===== src/rtl/mul_arbiter_if.sv =====
// Bundle between mul_arbiter, its requesting clients and the shared sequential multiplier.
// The slave modport is the arbiter's view; the master modport is the surrounding system's view.
interface mul_arbiter_if #(
    parameter int W    = 8,
    parameter int NREQ = 4
);
    logic [NREQ-1:0]          req;
    logic [NREQ*W-1:0]        a_in;
    logic [NREQ*W-1:0]        b_in;
    logic [NREQ-1:0]          ack;
    logic                     err;
    logic signed [2*W-1:0]    result;
    logic                     busy;
    logic                     mul_go;
    logic signed [W-1:0]      mul_a;
    logic signed [W-1:0]      mul_b;
    logic signed [2*W-1:0]    mul_p;
    logic                     mul_done;

    modport slave (
        input  req, a_in, b_in, mul_p, mul_done,
        output ack, err, result, busy, mul_go, mul_a, mul_b
    );

    modport master (
        output req, a_in, b_in, mul_p, mul_done,
        input  ack, err, result, busy, mul_go, mul_a, mul_b
    );
endinterface


===== src/rtl/mul_arbiter.sv =====
// Round-robin sequencer sharing one go/done signed multiplier among NREQ clients.
// Operands are latched at grant; the product comes back with a one-cycle ack to the winner.
module mul_arbiter #(
    parameter int W       = 8,
    parameter int NREQ    = 4,
    parameter int TIMEOUT = 255
) (
    input  logic           clk,
    input  logic           rstn,
    mul_arbiter_if.slave   bus
);
    localparam int IW = (NREQ > 1) ? $clog2(NREQ) : 1;
    localparam int TW = $clog2(TIMEOUT + 1);

    typedef enum logic [2:0] {IDLE, ISSUE, WAIT, DONE, RELEASE} state_t;

    state_t          state;
    logic [IW-1:0]   last;
    logic [IW-1:0]   idx;
    logic [IW-1:0]   pick;
    logic [IW-1:0]   cand;
    logic            pick_vld;
    logic [TW-1:0]   timer;

    // Scan starts just past the previous winner so a re-requesting client yields to others.
    always_comb begin
        pick     = '0;
        pick_vld = 1'b0;
        cand     = '0;
        for (int k = 1; k <= NREQ; k++) begin
            cand = IW'((int'(last) + k) % NREQ);
            if (!pick_vld && bus.req[cand]) begin
                pick     = cand;
                pick_vld = 1'b1;
            end
        end
    end

    always_ff @(posedge clk) begin
        if (!rstn) begin
            state      <= IDLE;
            bus.ack    <= '0;
            bus.err    <= 1'b0;
            bus.result <= '0;
            bus.busy   <= 1'b0;
            bus.mul_go <= 1'b0;
            bus.mul_a  <= '0;
            bus.mul_b  <= '0;
            last       <= IW'(NREQ - 1);
            idx        <= '0;
            timer      <= '0;
        end else begin
            bus.ack <= '0;
            bus.err <= 1'b0;
            case (state)
                IDLE: begin
                    if (pick_vld) begin
                        bus.mul_a <= bus.a_in[int'(pick)*W +: W];
                        bus.mul_b <= bus.b_in[int'(pick)*W +: W];
                        idx       <= pick;
                        last      <= pick;
                        bus.busy  <= 1'b1;
                        state     <= ISSUE;
                    end
                end
                ISSUE: begin
                    bus.mul_go <= 1'b1;
                    timer      <= '0;
                    state      <= WAIT;
                end
                WAIT: begin
                    // ack/err are registered, so they are raised on the edge entering DONE.
                    if (bus.mul_done) begin
                        bus.result   <= bus.mul_p;
                        bus.ack[idx] <= 1'b1;
                        bus.mul_go   <= 1'b0;
                        state        <= DONE;
                    end else if (timer == TW'(TIMEOUT - 1)) begin
                        bus.result   <= '0;
                        bus.err      <= 1'b1;
                        bus.ack[idx] <= 1'b1;
                        bus.mul_go   <= 1'b0;
                        state        <= DONE;
                    end else begin
                        timer <= timer + 1'b1;
                    end
                end
                DONE: begin
                    state <= RELEASE;
                end
                RELEASE: begin
                    if (!bus.mul_done) begin
                        bus.busy <= 1'b0;
                        state    <= IDLE;
                    end
                end
                default: begin
                    state <= IDLE;
                end
            endcase
        end
    end
endmodule


===== src/flat_wrapper.sv =====
// flat-port wrapper written by rule: the top's interface ports become plain ports
module mul_arbiter_flat 
#(
    parameter int W       = 8,
    parameter int NREQ    = 4,
    parameter int TIMEOUT = 255
)
  (clk, rstn, bus_req, bus_a_in, bus_b_in, bus_mul_p, bus_mul_done, bus_ack, bus_err, bus_result, bus_busy, bus_mul_go, bus_mul_a, bus_mul_b);
  mul_arbiter_if #(.W(W), .NREQ(NREQ)) bus_i ();
  input  logic clk;
  input  logic rstn;
  input wire logic [$bits(bus_i.req)-1:0] bus_req;
  input wire logic [$bits(bus_i.a_in)-1:0] bus_a_in;
  input wire logic [$bits(bus_i.b_in)-1:0] bus_b_in;
  input wire logic [$bits(bus_i.mul_p)-1:0] bus_mul_p;
  input wire logic [$bits(bus_i.mul_done)-1:0] bus_mul_done;
  output wire logic [$bits(bus_i.ack)-1:0] bus_ack;
  output wire logic [$bits(bus_i.err)-1:0] bus_err;
  output wire logic [$bits(bus_i.result)-1:0] bus_result;
  output wire logic [$bits(bus_i.busy)-1:0] bus_busy;
  output wire logic [$bits(bus_i.mul_go)-1:0] bus_mul_go;
  output wire logic [$bits(bus_i.mul_a)-1:0] bus_mul_a;
  output wire logic [$bits(bus_i.mul_b)-1:0] bus_mul_b;
  assign bus_i.req = bus_req;
  assign bus_i.a_in = bus_a_in;
  assign bus_i.b_in = bus_b_in;
  assign bus_i.mul_p = bus_mul_p;
  assign bus_i.mul_done = bus_mul_done;
  assign bus_ack = bus_i.ack;
  assign bus_err = bus_i.err;
  assign bus_result = bus_i.result;
  assign bus_busy = bus_i.busy;
  assign bus_mul_go = bus_i.mul_go;
  assign bus_mul_a = bus_i.mul_a;
  assign bus_mul_b = bus_i.mul_b;
  mul_arbiter #(.W(W), .NREQ(NREQ), .TIMEOUT(TIMEOUT)) u_core (.clk(clk), .rstn(rstn), .bus(bus_i));
endmodule

===== config.mk =====
export PLATFORM = sky130hd
export DESIGN_NAME = mul_arbiter_flat
export DESIGN_NICKNAME = d
export VERILOG_FILES = /design/src/rtl/mul_arbiter_if.sv /design/src/rtl/mul_arbiter.sv /design/src/flat_wrapper.sv
export SDC_FILE = /design/constraint.sdc
export NUM_CORES = 1
export LEC_CHECK = 0
export ABC_AREA = 0
export CORE_MARGIN = 4
export CORE_UTILIZATION = 45
export DETAILED_ROUTE_END_ITERATION = 16
export PLACE_DENSITY = 0.85
export SYNTH_ARGS = -nofsm -noshare
export SYNTH_HDL_FRONTEND = slang
export SYNTH_SLANG_ARGS = --single-unit

===== constraint.sdc =====
create_clock -name clk -period 4.4 [get_ports clk]
set_input_delay 1.32 -clock clk [delete_from_list [all_inputs] [get_ports clk]]
set_output_delay 1.32 -clock clk [all_outputs]
set_load 0.02 [all_outputs]

# After elaboration in Yosys (flattened, before gate mapping)
# Index checks and enable logic that the tools add are counted.
# Widths: inputs -> output; s select.
dict set report totals {
  input_bits 87
  out_inout_bits 39
  ff_bits 54
}
dict set report classes {
  shift 2
  n_reduce_logical 19
  eq_ne 10
  order_cmp 6
  muxes 37
  add_sub_neg 5
  bitwise_logic 2
}
# cell count
set op_table {}
lappend op_table {{$shiftx 32x6->8} 2}
lappend op_table {{$mux 16} 2}
lappend op_table {{$mux 8} 2}
lappend op_table {{$pmux 8 s2} 1}
lappend op_table {{$lt 2x3->1 const B} 5}
lappend op_table {{$pmux 3 s5} 1}
lappend op_table {{$mux 1} 14}
lappend op_table {{$mux 3} 4}
lappend op_table {{$reduce_and 3->1} 3}
lappend op_table {{$add 8x1->8 const B} 1}
lappend op_table {{$bmux 1 s2} 4}
lappend op_table {{$eq 8x8->1 const B} 1}
lappend op_table {{$mux 2} 4}
lappend op_table {{$mux 4} 2}
lappend op_table {{$reduce_and 2->1} 4}
lappend op_table {{$eq 3x2->1 const B} 2}
lappend op_table {{$ne 2x2->1 const B} 3}
lappend op_table {{$reduce_bool 2->1} 3}
lappend op_table {{$add 2x1->2 const B} 2}
lappend op_table {{$add 2x2->2 const B} 2}
lappend op_table {{$logic_and 1x1->1} 4}
lappend op_table {{$pmux 1 s2} 2}
lappend op_table {{$eq 3x1->1 const B} 1}
lappend op_table {{$eq 3x3->1 const B} 1}
lappend op_table {{8 further kinds} 11}

# Depth between registers and ports, before layout
dict set report depth {
  word_depth 15
  depth_mapped 8
  mapped_depth_nobuf 7
}

# Worst setup path after synthesis
# Ideal clock, no wire load.
dict set report synth_path {
  path_type {input to register}
  from {input port bus_req[3]}
  to {register u_core.bus.mul_b[1]}
  cell_stages 6
  slack_ps 1862
  arrival_ps 2410
  cell_sequence {or4_4 > nand2_2 > nor2_1 > nand2_2 > buf_4 > o211ai_2}
}
dict set report synth_between {
  elab_chain_cells 13
}
# element line
set synth_lines {}
lappend synth_lines {{from (decl)} flat_wrapper.sv:12} ;# input wire logic [$bits(bus_i.req)-1:0] bus_req;
lappend synth_lines {{$bmux 1 s2} mul_arbiter.sv:32} ;# if (!pick_vld && bus.req[cand]) begin
lappend synth_lines {{$mux 1 (implied by the code)} mul_arbiter.sv:32}
lappend synth_lines {{$mux 1} mul_arbiter.sv:32}
lappend synth_lines {{$logic_not 1->1} mul_arbiter.sv:32}
lappend synth_lines {{$logic_and 1x1->1} mul_arbiter.sv:32}
lappend synth_lines {{$mux 1} mul_arbiter.sv:32}
lappend synth_lines {{$logic_not 1->1} mul_arbiter.sv:32}
lappend synth_lines {{$logic_and 1x1->1} mul_arbiter.sv:32}
lappend synth_lines {{$mux 1} mul_arbiter.sv:32}
lappend synth_lines {{$logic_not 1->1} mul_arbiter.sv:32}
lappend synth_lines {{$logic_and 1x1->1} mul_arbiter.sv:32}
lappend synth_lines {{$mux 2 / $mux 1 (equally long branches)} mul_arbiter.sv:32}
lappend synth_lines {{$shiftx 32x6->8 / $reduce_and 2->1 (equally long branches)} n/a}
lappend synth_lines {{to (signal assigned)} mul_arbiter.sv:59} ;# bus.mul_b <= bus.b_in[int'(pick)*W +: W];
lappend synth_lines {{to (decl)} mul_arbiter_if.sv:22} ;# output ack, err, result, busy, mul_go, mul_a, mul_b
# Parallel ways exist; a longest one is shown, timed or not. The select of a mux whose other input is x is not followed.
# A chain may end at the register's enable or synchronous reset.

# Worst setup path after layout
dict set report layout_path {
  from {input port bus_req[2]}
  to {register u_core.bus.mul_b[6]}
}
# The elaborated chain is that of the path after synthesis.

==> key figures <==
Yosys
  • Post-Synthesis Cell Area: 0.00287 sq mm
  • Synth warn: 0
  • Top-count cell post-synth: dfxtp_1
  • Average size of a mapped cell: 8.97 sq um
  • Most used DFF post-synth: dfxtp_1
  • Syn Nets: 409
  • Yosys top cell area share: 37.7%
  • Ys async rst share: 0%
  • Most common library cells after synthesis: dfxtp_1, nand2_1, inv_1
  • Post-synth EDFFs: 0
  • #FFs+latches synth: 54
  • Sequential fraction of the synthesis area: 37.7%
  • Synth top area cells: dfxtp_1, mux2i_1, a22oi_1
  • Mapped Cells: 320
  • Post-synth top area cell: dfxtp_1
  • Post-synth cell types: 50

Cells and area
  • Fill cell count: 500
  • Fin util: 69.2%
  • FF+latch area: 0.00108 sq mm
  • Synth-to-layout area growth: 46.2%
  • Final net count: 522
  • Area of the multi-input gates: 0.00158 sq mm
  • ANT cells: 0
  • Fin area: 0.00420 sq mm
  • Share of cells above drive strength 1: 10.6%

Drt
  • Final WL: 8.09 mm
  • Vias/cell: 5.44
  • Starting DRT DRC Count: 124
  • DRT antenna net count: 0
  • Vias post-DR: 2768
  • Post-route DRC: 0
  • DRT Pass-1 Iters: 4
  • Routed WL per cell: 15.9 um

Worst setup path
  • Worst Path Max Fanout: 33
  • Start of the worst register-to-register path: u_core.last[0]
  • Crit Path Category: primary input to register
  • CP arrival: 3540 ps
  • Critical Path, Cell by Cell: clkdlybuf4s50_1 > nand2b_1 > a21o_1 > and3_1 > buf_4 > mux2i_1 > o211ai_2
  • Worst setup startpoint: bus_req[2]
  • Crit path capture type: register
  • R2R Path End: u_core.bus.mul_b[6]
  • Reg2reg path depth: 6
  • Req. time, crit path: 4590 ps
  • Flop2flop setup slack: 2210 ps
  • Crit path largest cell delay: 670 ps
  • CP Launch Type: primary input
  • Slowest CP cell: a21o_1

GRT
  • Met2 Usage GRT: 34.4%
  • Gr usage total: 21.0%
  • Pin count of the biggest net entering global routing: 34
  • Initial antenna violation count: 0
  • Met1 Use GR: 25.5%
  • Grt peak-use layer: met2
  • Total congestion overflow: 0
  • Met3 GRT Util: 6.77%
  • Global-route wire length before repair: 13.0 mm
  • Vias in the first global route: 2737

Place
  • Placer congestion estimate: 0.825
  • DPL Wire Length: 6.28 mm
  • Port bufs: 125
  • Area of placed instances: 0.00411 sq mm

Timing
  • Final Setup Violations: 0
  • Final period util: 76.3%
  • RSZ-0062 raised after global routing: no
  • Total negative setup slack: 0 ps
  • Tightest Pin Transition: 1020 ps
  • Achievable frequency: 0.298 GHz
  • Final Hold Fails: 0
  • Worst Clk Skew: 7.90 ps
  • Rel. slew slack: 31.7%
  • Slew Limit Fails: 0
  • Final min period: 3360 ps

Power and ir drop
  • Total power: 1410 uW
  • Leak: 0.00160 uW
  • VDD IR max: 0.255 mV
  • Cell Pwr Density: 335 mW/mm^2

CTS
  • CTS root buffer: clkbuf_8
  • Post-CTS setup buffers: 0
  • H-Tree Depth: 2
  • Quantity of hold-fixing buffers added after cts: 0
  • Max clock buf depth: 2
  • CTS clk-pin slew, worst paths: 100 ps
  • CTS buffer count: 5
  • Post-CTS Resized: 0
  • Worst skew pair latency: 300 ps
  • Count of clock tree sinks: 54
  • CTS tree: done

Floorplanning
  • Die width: 87.9 um
  • Row count: 28
  • Die height: 87.9 um
  • Initial core utilization: 47.4%
  • Die area: 0.00772 sq mm
  • I/O pin cnt: 126
  • Core Area: 0.00606 sq mm

Run
  • Maxcap violations: 0

Hold path
  • Hold EP: u_core.bus.mul_a[7]
  • Hold Startpoint: u_core.bus.mul_a[7]
  • Hold Crit Depth: 2
  • HP Class: register to register

Run status
  • Status: complete, no violations
-- worst max path at each step --
stage                                     end  slack, ps
after floorplan           u_core.bus.mul_b[1]       1860
after global placement    u_core.bus.mul_b[6]        870
after detailed placement  u_core.bus.mul_a[1]        750
after CTS                 u_core.bus.mul_a[1]       1080
after global routing      u_core.bus.mul_b[4]        900
final                     u_core.bus.mul_b[6]       1040
-- layout make-up --
cell class,count,share of cell area (%)
sequential,54,25.8
clock inverter,1,0.119
tap,75,2.24
timing repair buffer,128,30.4
multi-input combinational,223,37.6
inverter,21,1.88
clock buffer,7,2.06
-- routing by layer --
layer  share of wire (%)  routed length, um
met5                   0                  0
met4                 3.0                246
met3                 8.5                685
met2                  47               3780
met1                  42               3380
-- sequential cells by signal, indices dropped and copies added, names as in the netlist, 2 cells and up --
signal,cells
u_core.bus.result,16
u_core.bus.mul_a,8
u_core.bus.mul_b,8
u_core.timer,8
u_core.bus.ack,4
u_core.state,3
u_core.idx,2
u_core.last,2
-- worst max-delay path, delay by kind of cell --
| family | cells | cell delay, ps |
|---|---|---|
| compound gates | 2 | 760 |
| buf+inv | 2 | 750 |
| simple gates | 2 | 460 |
| mux | 1 | 240 |
-- kinds of logic after synthesis --
family                   after synthesis  synth area share [%]
flip-flops                            54                  37.7
multiplexers                          16                  5.58
AND/OR/NAND/NOR                      112                  24.0
adder cells (fa/ha/maj)                2                 0.872
XOR/XNOR                               7                  2.14
AO/OA/AOI/OAI                         86                  22.3
buffers and inverters                 43                  7.50
-- layout by cell type, fill, tap and decap left out, drive strengths merged, types with 2 or more instances in the layout --
cell type,count
clkdlybuf4s50,125
dfxtp,54
nand2,27
o21ai,22
inv,21
o211ai,18
a31oi,17
nor2b,17
a22oi,17
mux2i,16
and4,16
nor2,15
nand3,8
xnor2,7
clkbuf,7
nor3,5
nand2b,5
nand3b,4
a21oi,3
a21boi,3
buf,3
and2,3
nor3b,3
or3,2
and3,2
nor4,2
ha,2
nand4,2
a211oi,2
-- power breakdown --
group | switching (uW) | total (uW) | internal [uW]
logic | 256 | 526 | 270
registers | 45.7 | 595 | 549
clock network | 158 | 286 | 128
total | 461 | 1410 | 946
-- metrics by stage --
step,hold WS (ps),worst slack [ps],instances
2_1_floorplan,445,1860,320
3_5_place_dp,457,753,501
4_1_cts,480,1080,509
6_report,480,1040,509
3_3_place_gp,446,873,501
5_1_grt,507,898,509
(Power assumes the default switching activity.)
==> edit 1 (same flow settings) <==
`TIMEOUT` is set to 255 in 2 places; all go to 510.
--- a/src/rtl/mul_arbiter.sv
+++ b/src/rtl/mul_arbiter.sv
@@ -5,3 +5,3 @@
     parameter int NREQ    = 4,
-    parameter int TIMEOUT = 255
+    parameter int TIMEOUT = 510
 ) (
--- a/src/flat_wrapper.sv
+++ b/src/flat_wrapper.sv
@@ -5,3 +5,3 @@
     parameter int NREQ    = 4,
-    parameter int TIMEOUT = 255
+    parameter int TIMEOUT = 510
 )
Function: no difference found for any inputs over 4 cycles, from zero or initial values and one cycle with rstn low; that may be too few to reach the edited logic, so the function may still have changed.
==> edit 1 against the unedited design <==
- worst setup slack better by 100 ps
- sequential cell count is 1 higher
- worst hold slack worse by 10 ps
- maximum frequency is 3.2% higher
- cell area is 2.0% higher
- largest power group unchanged
- critical path type unchanged
- synthesized cell count is 1.6% higher
- register-to-register slack better by 130 ps
- routed wire length is 4.9% higher
- area after synthesis is 1.8% higher
- highest routed layer unchanged
- critical path depth is 1 lower
- total power is 1.4% higher
==> edit 1: results (changes against the unedited design) <==
metric,value,unit,change
outcome,finished clean,,
final core utilization,67.8,%,-1.4 points
vias in the first global route,2592,,-5.3%
cells after synthesis,325,,+1.6%
Total GRT Usage,21.1,%,+0.082 points
htree depth,2,,unchanged
syn nets,414,,+1.2%
Total Nets Final,528,,+1.1%
"Seq/Total Area, Yosys",37.7,%,about the same
Post-CTS Resized,0,,unchanged
largest net degree at the start of global routing,31,,-8.8%
fillers,537,,+7.4%
most frequent cells after synthesis,"dfxtp_1, nand2_1, mux2i_1, nor2b_1, o21ai_1",,
Critical Path AT,3440,ps,-100 ps
worst-case clock buffer depth,2,,unchanged
leakage power,1.60,nW,-0.32%
Int Power,0.948,mW,+0.13%
maximum vdd drop,258,µV,+1.2%
"Distinct cells, synth",51,,+2.0%
Post-CTS Setup Bufs,0,,unchanged
R2R Setup Slk,2340,ps,+130 ps
largest cells by area after synthesis,"dfxtp_1, mux2i_1, and4_1",,
hold_ws,470,ps,-10.1 ps
drt wl/cell,16.4,µm,+3.3%
measured slew at the worst slew-check pin,851,ps,-173 ps
first-pass GRT wire length,13000,µm,+0.11%
DRT iter0 DRCs,144,,+16%
Setup Skew,6.12,ps,-1.78 ps
WL final,8490,µm,+4.9%
layout cell share with drive strength beyond 1,10.5,%,-0.14 points
placed insts,509,,+1.6%
## edit 1: changes by cell type in the layout (fill, tap and decap cells not counted), moves of 5 or more
| cell | unedited run | this run |
|---|---|---|
| inv_1 | 21 | 15 |
| o21ai_1 | 5 | 17 |
| o21ai_0 | 15 | 4 |
| and4_2 | 9 | 0 |
| nand2_2 | 4 | 11 |
| and4_1 | 7 | 15 |
| nor3_1 | 5 | 0 |
## edit 1: area by class of cell
type                    count  area share, %
multi-input cells         232           38.4
repair buffers            130           30.1
flip-flops and latches     55           25.7
well taps                  77           2.25
clock buffers               7           2.02
inverters                  15           1.32
clock inverters             1          0.205
## edit 1: worst paths after layout
path                        from                    end
min reg2reg  u_core.bus.mul_a[5]    u_core.bus.mul_a[5]
max reg2reg      u_core.timer[0]  u_core.bus.result[12]
max                   bus_req[3]    u_core.bus.mul_a[7]
min          u_core.bus.mul_a[5]    u_core.bus.mul_a[5]
## edit 1: critical path, stage by stage
cell and delay, ps:
clkdlybuf4s50_1 480, o21ai_1 630, and3_1 280, buf_4 310
mux2i_1 320, o211ai_2 90
## edit 1: layer usage
| layer | track usage [%] | vias to the layer above | share of wire (%) |
|---|---|---|---|
| met5 | 0 | - | 0 |
| met4 | 6.32 | 0 | 1.7 |
| met3 | 3.17 | 11 | 4.9 |
| met2 | 34.5 | 72 | 49 |
| met1 | 28.8 | 1334 | 44 |
| li1 | - | 1413 | - |
## edit 1: logic make-up (layout without fill, tap and decap cells)
family / Yosys count / after routing / synth area share (%)
simple gates: 114 / 114 / 23.7
fa+ha+maj: 2 / 2 / 0.856
mux: 18 / 18 / 6.16
buf+inv: 38 / 153 / 6.12
compound gates: 91 / 91 / 23.4
flops: 55 / 55 / 37.7
xor+xnor: 7 / 7 / 2.10
## edit 1: power groups by stage
stage	logic (mW)	registers (mW)	clock network [mW]
after floorplan	0.259	0.663	0
after global placement	0.514	0.611	0
after detailed placement	0.526	0.615	0
after CTS	0.527	0.604	0.304
after global routing	0.567	0.613	0.320
final	0.527	0.605	0.295
## edit 1: metrics by stage
step | setup slack, ps | power (mW)
floorplan | 1830 | 0.921
global placement | 967 | 1.13
detailed placement | 836 | 1.14
CTS | 1170 | 1.43
global route | 1000 | 1.50
finish | 1150 | 1.43
==> edit 2 (same settings) <==
Made on the original files. Make the reset (`rstn`) asynchronous in one clocked block.
--- a/src/rtl/mul_arbiter.sv
+++ b/src/rtl/mul_arbiter.sv
@@ -38,3 +38,3 @@
 
-    always_ff @(posedge clk) begin
+    always_ff @(posedge clk or negedge rstn) begin
         if (!rstn) begin
Function: differs if rstn is asserted again (counterexample within 4 cycles, from zero or initial values and one cycle with rstn low); with rstn held inactive, the same outputs for 4 cycles.
==> edit 2 against the unedited design <==
- highest routed layer unchanged
- cell area rose by 3.8%
- die area increased by 5.3%
- routed wire length is 1.3% higher
- sequential cell count unchanged
- area after synthesis grew 5.8%
- worst setup slack improved by 140 ps
Power is not compared: it rests on default switching activity, and its combinational part moved more than twofold at a synthesized area within 25%.
==> edit 2: results (changes against the unedited design) <==
metric,value,unit,change
multi-input gates,205,,-8.1%
DRT iter0 DRCs,81,,-35%
clk cell area share,2.13,%,-0.051 points
dpl hpwl,6290,µm,+0.27%
met3 WL,567,µm,-17%
RePlAce Congestion,0.838,,+1.6%
syn nets,373,,-8.8%
"Seq/Total Area, Yosys",44.6,%,+6.9 points
vias in the first global route,2858,,+4.4%
WL met2,4120,µm,+9.1%
"Inverters, non-clock",3,,-86%
placed insts,468,,-6.6%
outcome,finished clean,,
first-pass GRT wire length,13600,µm,+4.9%
DRT met1 WL,3350,µm,-0.89%
Post-Layout Cell Count,476,,-6.5%
Worst path max stage delay,1030,ps,+360 ps
Total Nets Final,487,,-6.7%
seq_cells,54,,unchanged
asr flop ratio synth,100,%,+100 points
GR Util met1,24.4,%,-1.1 points
Vias,2713,,-2.0%
Place WS,870,ps,+117 ps
bufs w/o clock,129,,+0.78%
Total GRT Usage,20.1,%,-0.86 points
drt wl/cell,17.2,µm,+8.3%
Logic power comb,1.40,mW,
"Avg Cell Area, Syn",10.7,µm²,+19%
"Distinct cells, synth",52,,+4.0%
Top Metal Used,met4,,
Setup Skew,3.93,ps,-3.97 ps
Seq. cell area,1350,µm²,+25%
fillers,508,,+1.6%
layout cell share with drive strength beyond 1,9.52,%,-1.1 points
placed cell area,4260,µm²,+3.8%
clk_buf instances,5,,-2
most frequent cells after synthesis,"dfrtp_1, nand2_1",,
CP Max Fanout,16,,-52%
multi-input gate share of total cell area,35.0,%,-2.6 points
Rel. slew slack,14.2,%,-18 points
Critical Path AT,3430,ps,-110 ps
Data buffer area share,29.3,%,-1.1 points
largest cells by area after synthesis,"dfrtp_1, mux2i_1, a22o_1",,
GRT met3 Usage,5.34,%,-1.4 points
Global Route met2 Usage,35.1,%,+0.71 points
kind of cell adding the most delay to the critical path,compound AO/OA/AOI/OAI gates,,
Post-CTS Setup Bufs,0,,unchanged
DIE AREA,8130,µm²,+5.3%
## edit 2: changes by cell type after synthesis, moves of 16 or more
| cell | unedited run | this run |
|---|---|---|
| a22o_1 | 0 | 16 |
| a22oi_1 | 17 | 0 |
| a31oi_1 | 17 | 0 |
| dfrtp_1 | 0 | 52 |
| dfxtp_1 | 54 | 0 |
| inv_1 | 21 | 3 |
| nor2b_1 | 17 | 1 |
| o31a_1 | 0 | 16 |
## edit 2: logic make-up (layout without fill, tap and decap cells)
| group | after synthesis | in the layout | synth area share [%] |
|---|---|---|---|
| AO/OA/AOI/OAI | 90 | 90 | 24.1 |
| AND/OR/NAND/NOR | 92 | 92 | 18.6 |
| adder cells (fa/ha/maj) | 2 | 2 | 0.824 |
| buffers and inverters | 25 | 140 | 5.19 |
| flip-flops | 54 | 54 | 44.6 |
| XOR/XNOR | 5 | 5 | 1.44 |
| multiplexers | 16 | 16 | 5.27 |
## edit 2: worst paths after layout
| path | start | to | slack [ps] | depth (start not counted) |
|---|---|---|---|---|
| worst min register to register | u_core.bus.mul_go | u_core.bus.mul_go | 500 | 2 |
| min in group asynchronous | rstn | u_core.timer[2] | 1100 | 1 |
| worst min-delay path | u_core.bus.mul_go | u_core.bus.mul_go | 500 | 2 |
| worst max-delay path | bus_req[3] | u_core.bus.mul_a[1] | 1180 | 5 |
| worst max register to register | u_core.state[2] | u_core.bus.mul_a[1] | 2270 | 4 |
| max in group asynchronous | rstn | u_core.bus.mul_b[1] | 2550 | 2 |
## edit 2: through the flow
step                      power [mW]  util (%)
after CTS                       2.56      67.4
after global placement          2.22      66.0
after global routing            2.71      67.4
after detailed placement        2.27      66.0
final                           2.54      67.4
after floorplan                 1.77         -
